===== src/rtl/spi_sched_pkg.sv =====
// Shared types and defaults for the button-to-SPI scheduler.
// Latency: n/a (declarations only).
// Backpressure: n/a.
package spi_sched_pkg;

    // Scheduler FSM states.
    typedef enum logic [1:0] {
        IDLE  = 2'd0,
        START = 2'd1,
        WAIT  = 2'd2,
        GAP   = 2'd3
    } state_t;

    localparam int          DEF_DATA_W         = 8;
    localparam int          DEF_GAP_CYCLES     = 16;
    localparam logic [19:0] DEF_TIMEOUT_CYCLES = 20'd1000000;

endpackage


===== src/rtl/btn_spi_sched_rr_arbiter.sv =====
// Round-robin arbiter: picks the first set request after the pointer, wrapping.
// Latency: purely combinational, zero cycles.
// Backpressure: none; the caller decides whether the grant is consumed.
// Ports: req (request vector), ptr (last granted ID),
//        grant_oh (one-hot grant), grant_id (binary grant), any_grant (req != 0).
module rr_arbiter #(
    parameter int NUM_REQ = 4,
    parameter int ID_W    = $clog2(NUM_REQ)
) (
    input  logic [NUM_REQ-1:0] req,
    input  logic [ID_W-1:0]    ptr,
    output logic [NUM_REQ-1:0] grant_oh,
    output logic [ID_W-1:0]    grant_id,
    output logic               any_grant
);

    logic [ID_W-1:0] idx;

    // Walk ptr+1, ptr+2, ... ptr+NUM_REQ so the last winner has lowest priority.
    always_comb begin
        grant_oh  = '0;
        grant_id  = '0;
        any_grant = 1'b0;
        idx       = '0;
        for (int off = 1; off <= NUM_REQ; off++) begin
            idx = ID_W'((int'(ptr) + off) % NUM_REQ);
            if (!any_grant && req[idx]) begin
                any_grant     = 1'b1;
                grant_id      = idx;
                grant_oh[idx] = 1'b1;
            end
        end
    end

endmodule


===== src/rtl/btn_spi_sched.sv =====
// Shares one SPI master among NUM_REQ button requesters, one byte per press, round-robin.
// Latency: press->spi_start 3 edges; spi_done->rsp_valid 2 edges; GAP_CYCLES idle clocks between transactions.
// Backpressure: one queued press per requester (extra presses pulse overflow); WAIT holds until spi_done.
// Ports: clock/reset (async active-high); req_pulse/req_data from debouncers;
//        spi_start/spi_tx_data/spi_done/spi_rx_data to the SPI master;
//        rsp_valid/rsp_id/rsp_data response; pending, overflow, timeout status.
// Optional: define SPI_SCHED_TIMEOUT_EN to abort WAIT after TIMEOUT_CYCLES clocks.
module btn_spi_sched
    import spi_sched_pkg::*;
#(
    parameter int          NUM_REQ        = 4,
    parameter int          DATA_W         = DEF_DATA_W,
    parameter int          GAP_CYCLES     = DEF_GAP_CYCLES,
    parameter logic [19:0] TIMEOUT_CYCLES = DEF_TIMEOUT_CYCLES,
    parameter int          ID_W           = $clog2(NUM_REQ)
) (
    input  logic                      clock,
    input  logic                      reset,
    input  logic [NUM_REQ-1:0]        req_pulse,
    input  logic [NUM_REQ*DATA_W-1:0] req_data,
    output logic                      spi_start,
    output logic [DATA_W-1:0]         spi_tx_data,
    input  logic                      spi_done,
    input  logic [DATA_W-1:0]         spi_rx_data,
    output logic                      rsp_valid,
    output logic [ID_W-1:0]           rsp_id,
    output logic [DATA_W-1:0]         rsp_data,
    output logic [NUM_REQ-1:0]        pending,
    output logic                      overflow,
    output logic                      timeout
);

    localparam int GAP_W = $clog2(GAP_CYCLES) + 1;

    state_t              state_q, state_d;
    logic [ID_W-1:0]     ptr_q;          // last granted ID, also the in-flight requester
    logic [NUM_REQ-1:0]  arb_oh;
    logic [ID_W-1:0]     arb_id;
    logic                arb_any;
    logic                grant;
    logic [GAP_W-1:0]    gap_cnt_q;
    logic                gap_done;
    logic                done_ok;        // spi_done accepted (only meaningful in WAIT)
    logic                to_hit;
    logic                rsp_pend_q;     // response captured, strobe rsp_valid next edge
    logic                spi_start_d;
    logic                rsp_pend_d;
    logic [NUM_REQ-1:0]  clr_mask;
    logic [NUM_REQ-1:0]  pending_d;
    logic                overflow_d;

    rr_arbiter #(
        .NUM_REQ (NUM_REQ),
        .ID_W    (ID_W)
    ) u_arb (
        .req       (pending),
        .ptr       (ptr_q),
        .grant_oh  (arb_oh),
        .grant_id  (arb_id),
        .any_grant (arb_any)
    );

    assign grant    = (state_q == IDLE) && arb_any;
    assign done_ok  = (state_q == WAIT) && spi_done;
    assign gap_done = (state_q == GAP) && (gap_cnt_q == GAP_W'(GAP_CYCLES - 1));

    // A press landing on the grant edge re-arms the bit (set beats clear) and is
    // not an overflow, since the old entry is leaving the queue on that edge.
    assign clr_mask   = grant ? arb_oh : '0;
    assign pending_d  = (pending & ~clr_mask) | req_pulse;
    assign overflow_d = |(req_pulse & pending & ~clr_mask);

`ifdef SPI_SCHED_TIMEOUT_EN
    logic [19:0] to_cnt_q;
    logic        timeout_q;

    // spi_done on the final WAIT clock still completes normally.
    assign to_hit  = (state_q == WAIT) && !spi_done && (to_cnt_q == TIMEOUT_CYCLES - 20'd1);
    assign timeout = timeout_q;

    always_ff @(posedge clock or posedge reset) begin
        if (reset) begin
            to_cnt_q  <= '0;
            timeout_q <= 1'b0;
        end else begin
            to_cnt_q  <= (state_q == WAIT) ? to_cnt_q + 20'd1 : 20'd0;
            timeout_q <= to_hit;
        end
    end
`else
    assign to_hit  = 1'b0;
    assign timeout = 1'b0;
`endif

    // FSM state register.
    always_ff @(posedge clock or posedge reset) begin
        if (reset) begin
            state_q <= IDLE;
        end else begin
            state_q <= state_d;
        end
    end

    // FSM next-state logic.
    always_comb begin
        state_d = state_q;
        case (state_q)
            IDLE:    if (arb_any) state_d = START;
            START:   state_d = WAIT;
            WAIT:    if (spi_done || to_hit) state_d = GAP;
            GAP:     if (gap_done) state_d = IDLE;
            default: state_d = IDLE;
        endcase
    end

    // FSM outputs, registered below so every port is a flop.
    always_comb begin
        spi_start_d = (state_q == START);
        rsp_pend_d  = done_ok;
    end

    always_ff @(posedge clock or posedge reset) begin
        if (reset) begin
            spi_start   <= 1'b0;
            spi_tx_data <= '0;
            rsp_pend_q  <= 1'b0;
            rsp_valid   <= 1'b0;
            rsp_id      <= '0;
            rsp_data    <= '0;
            pending     <= '0;
            overflow    <= 1'b0;
            ptr_q       <= '0;
            gap_cnt_q   <= '0;
        end else begin
            spi_start  <= spi_start_d;
            rsp_pend_q <= rsp_pend_d;
            rsp_valid  <= rsp_pend_q;
            pending    <= pending_d;
            overflow   <= overflow_d;
            // Command byte is captured once at grant and held through WAIT.
            if (grant) begin
                ptr_q       <= arb_id;
                spi_tx_data <= req_data[int'(arb_id)*DATA_W +: DATA_W];
            end
            if (done_ok) begin
                rsp_id   <= ptr_q;
                rsp_data <= spi_rx_data;
            end
            gap_cnt_q <= (state_q == GAP) ? gap_cnt_q + GAP_W'(1) : '0;
        end
    end

endmodule


===== config.mk =====
export PLATFORM = sky130hd
export DESIGN_NAME = btn_spi_sched
export DESIGN_NICKNAME = d
export VERILOG_FILES = /design/src/rtl/spi_sched_pkg.sv /design/src/rtl/btn_spi_sched_rr_arbiter.sv /design/src/rtl/btn_spi_sched.sv
export SDC_FILE = /design/constraint.sdc
export NUM_CORES = 1
export LEC_CHECK = 0
export CAP_MARGIN = 20
export CORE_ASPECT_RATIO = 1.4
export CORE_MARGIN = 2
export CORE_UTILIZATION = 43
export CTS_BUF_LIST = sky130_fd_sc_hd__clkbuf_8
export CTS_CLUSTER_SIZE = 25
export DETAILED_ROUTE_END_ITERATION = 8
export MAX_ROUTING_LAYER = met4
export PLACE_DENSITY = 0.84
export SLEW_MARGIN = 10
export SYNTH_ARGS = -nofsm -noshare
export SYNTH_HDL_FRONTEND = slang
export SYNTH_HIERARCHICAL = 1
export SYNTH_SLANG_ARGS = --single-unit
export TNS_END_PERCENT = 10

===== constraint.sdc =====
create_clock -name clock -period 2.9 [get_ports clock]
set_input_delay 0.725 -clock clock [delete_from_list [all_inputs] [get_ports clock]]
set_output_delay 0.725 -clock clock [all_outputs]
set_load 0.05 [all_outputs]

==> metrics.log <==
INFO  metric internal-power = around 1.8 mW
INFO  metric post_layout_net_count = 348
INFO  metric regArea = about 900 sq um
INFO  metric timing.hold.worst.start = rsp_pend_q
INFO  metric final_cell_area = between 3000 and 4000 sq um
INFO  metric cell_area_synth = ~2300 sq um
INFO  metric detailed_place.area = between 3000 and 4000 sq um
INFO  metric reg2reg_slack = 0.35 ns
INFO  metric die_width = 65.1 microns
INFO  metric grt_start_max_net_pins = 22
INFO  metric place.port_buffers = ~70
INFO  metric worst_clock_skew = between 0.006 and 0.007 ns
INFO  metric synth_sequential_area_ratio = between 30% and 40%
INFO  metric drv.max_cap_violation_count = 0
INFO  metric max_clock_freq = about 390 MHz
INFO  metric synthArstFlopShare = 100%
INFO  metric rsz0062_at_grt = no
INFO  metric dominantRegCellSynth = sky130_fd_sc_hd__dfrtp_1
INFO  metric power.share.sequential = approximately a quarter
INFO  metric timing.critical_path.from_type = flip-flop
INFO  metric ys_types = 43
INFO  metric post-synth-top-area-fraction = around two fifths
INFO  metric initial_utilization = a little over two fifths
INFO  metric grt_antenna_before_repair = 0
INFO  metric total_area_of_multi_input_combinational_cells = 1240 sq um
INFO  metric cts-hold-fix-buffers = 0
INFO  metric grt_pass1_wl = a little over 9000 microns
INFO  metric power.density_cell_area = around 1200 nW/um^2
INFO  metric number_of_remaining_drc_errors = 0
INFO  metric first_global_vias = 2,026
INFO  metric peakVddDrop = slightly above 800 uV
INFO  metric vias = just under 2k
INFO  metric total_neg_setup_slack = 0 ns
INFO  metric postSynthAreaPerCell = ~10 sq um
INFO  metric final_common_cell = sky130_fd_sc_hd__clkdlybuf4s50_1
INFO  metric ant_nets = 0
INFO  metric post_drt_via_cell_ratio = 5.56
INFO  metric globalRouteTotalUtil = 20.9%
INFO  metric finalHoldViolations = 0
INFO  metric clockBufferDepth = 2
INFO  metric dieHeight = approximately 90 microns
INFO  metric relSlewSlack = 29.2%
INFO  metric design.core.area = between 5000 and 6000 sq um
INFO  metric worst_setup_path_end_kind = flip-flop
INFO  metric synth-seq-cells = 35
INFO  metric overflow = 0
INFO  metric utilization = about three fifths
INFO  metric post_synth_inst_count = 220
INFO  metric worst_reg2reg_path_endpoint = spi_tx_data[4]
INFO  metric p_leak = 1.36 nW
INFO  metric clk-insertion-delay-late = just under 0.3 ns
INFO  metric startpoint = ptr_q[1]
INFO  metric power.net_switching = ~1.8 mW
INFO  metric timing.critical_path.fanout_max = 11
INFO  metric std_cell_rows = 31
INFO  metric hold_depth = 0
INFO  metric run_status = complete, no violations
INFO  metric die_area = 5840 sq um
INFO  metric flow.area_growth_from_synthesis = 37.2%
INFO  metric final_period_minus_worst_setup_slack = 2.55 ns
INFO  metric crit-reg2reg-launch = ptr_q[1]
INFO  metric syn-num-nets = 282
INFO  metric cells_taking_the_most_area_after_synthesis = sky130_fd_sc_hd__dfrtp_1, sky130_fd_sc_hd__mux2i_1, sky130_fd_sc_hd__ha_1
INFO  metric postCtsSetupBuffers = 0
INFO  metric required = 3.10 ns
INFO  metric hpwl = between 4000 and 5000 microns
INFO  metric arrival_time_worst_endpoint = around 2.8 ns
INFO  metric cts_sinks = 35
INFO  metric share_clk_of_total_power = 9.3%
INFO  metric fin_total_pwr = between 3 and 4 mW
INFO  metric min_period_over_period = 88.1%
INFO  metric diodes = 0
INFO  metric post_drt_wl_per_cell = ~16 microns
INFO  metric finalWeightedCongestion = 0.929
INFO  metric worstRegToRegCells = 8
INFO  metric htreeDepth = 2
INFO  metric cts.clk_slew.worst_paths = around 0.07 ns
INFO  metric first_pass_iters = 4
INFO  metric cts_made_buffers = 5
INFO  metric cts_root_buf = sky130_fd_sc_hd__clkbuf_8
INFO  metric synth_top_cell_by_area = sky130_fd_sc_hd__dfrtp_1
INFO  metric critPathCapture = spi_tx_data[4]
INFO  metric worst-slew-pin-transition = between 1 and 1.5 ns
INFO  metric floorplan.io_pins = 73
INFO  metric worstSetupPathType = reg2reg
INFO  metric drc_violation_total_after_the_first_tritonroute_iteration = 66
INFO  metric switching_share = approximately half
INFO  metric postRouteWirelength = roughly 5600 microns
INFO  metric number_of_enable_flip_flop_cells_after_synthesis = 0
INFO  metric cts_tree = built
INFO  metric max_slew_violation_count = 0
INFO  metric final_cell_mix = sky130_fd_sc_hd__clkdlybuf4s50_1, sky130_fd_sc_hd__dfrtp_1, sky130_fd_sc_hd__mux2i_1
INFO  metric timing.final.setup_violations = 0
INFO  metric hold_path.class = reg2reg
INFO  metric ys.warnings.count = 6
INFO  metric drive_above_1_share = roughly a tenth
INFO  metric combPwrFrac = approximately 67%
INFO  metric ctsResizeCount = 0
INFO  metric n_fill_cell = 438
==> layout make-up <==
class,count,area share (%)
Clock buffer,5,2.23
Clock inverter,3,0.405
Inverter,16,1.94
Multi-Input combinational cell,153,40.0
Sequential cell,35,28.4
Tap cell,66,2.67
Timing Repair Buffer,75,24.4
==> how the worst min path moves through the flow <==
stage               slack (ns)        end
finish                    0.35  rsp_valid
global route              0.35  rsp_valid
CTS                       0.35  rsp_valid
detailed placement        0.34  rsp_valid
global placement          0.34  rsp_valid
floorplan                 0.33  rsp_valid
==> worst max-delay path: stages (launching register included) <==
cell and delay [ns]:
sky130_fd_sc_hd__dfrtp_1 0.37, sky130_fd_sc_hd__inv_1 0.17, sky130_fd_sc_hd__ha_1 0.39, sky130_fd_sc_hd__a21oi_1 0.17, sky130_fd_sc_hd__a211oi_1 0.07, sky130_fd_sc_hd__a311o_1 0.34, sky130_fd_sc_hd__a221oi_1 0.31, sky130_fd_sc_hd__nand3_1 0.35
sky130_fd_sc_hd__o221ai_1 0.30
==> through the flow <==
stage / setup slack (ns) / hold WS (ns) / cells
after CTS: 0.347 / 0.352 / 353
after global placement: 0.455 / 0.337 / 345
after global routing: 0.156 / 0.354 / 353
after floorplan: 0.115 / 0.331 / 220
final: 0.346 / 0.352 / 353
after detailed placement: 0.345 / 0.337 / 345
==> synthesized netlist by cell type, types with 3 or more instances <==
cell type                   n
sky130_fd_sc_hd__nand4_1    7
sky130_fd_sc_hd__nand3_1   11
sky130_fd_sc_hd__nor2_1     6
sky130_fd_sc_hd__a31oi_1    5
sky130_fd_sc_hd__a21oi_1    4
sky130_fd_sc_hd__nand2_1   19
sky130_fd_sc_hd__o221ai_1   9
sky130_fd_sc_hd__mux2i_1   20
sky130_fd_sc_hd__and2_1     3
sky130_fd_sc_hd__a211oi_1   3
sky130_fd_sc_hd__a21o_1     4
sky130_fd_sc_hd__o31ai_1    4
sky130_fd_sc_hd__buf_2      6
sky130_fd_sc_hd__inv_1     15
sky130_fd_sc_hd__ha_1      15
sky130_fd_sc_hd__clkbuf_1   5
sky130_fd_sc_hd__mux2_2    12
sky130_fd_sc_hd__or3_1      4
sky130_fd_sc_hd__a2111o_1   4
sky130_fd_sc_hd__dfrtp_1   35
==> routing by layer <==
metal | global-route usage [%] | share of wire (%)
met4 | 9.47 | 2.7
met2 | 36.5 | 54
met5 | - | 0
met3 | 4.36 | 4.6
met1 | 22.9 | 39
==> cells by family after synthesis <==
family	synth area share [%]
other cells	0.167
buf+inv	6.73
xor+xnor	0.778
compound gates	14.0
flops	38.9
simple gates	13.7
mux	17.4
fa+ha+maj	8.34
==> power groups by stage <==
stage	Combinational [mW]	Sequential (mW)	Clock, mW
3_3_place_gp	2.34	0.850	0
6_report	2.38	0.853	0.329
2_1_floorplan	1.19	1.38	0
5_1_grt	2.54	0.881	0.365
4_1_cts	2.39	0.853	0.340
3_5_place_dp	2.38	0.858	0
==> registers in the layout, indices dropped and copies added (netlist names) <==
signal and count:
spi_start 1, rsp_id 2, ptr_q 2, rsp_pend_q 1, rsp_data 8, overflow 1, state_q 2, pending 4
gap_cnt_q 5, rsp_valid 1, spi_tx_data 8
Power figures use the tool's default switching activity.
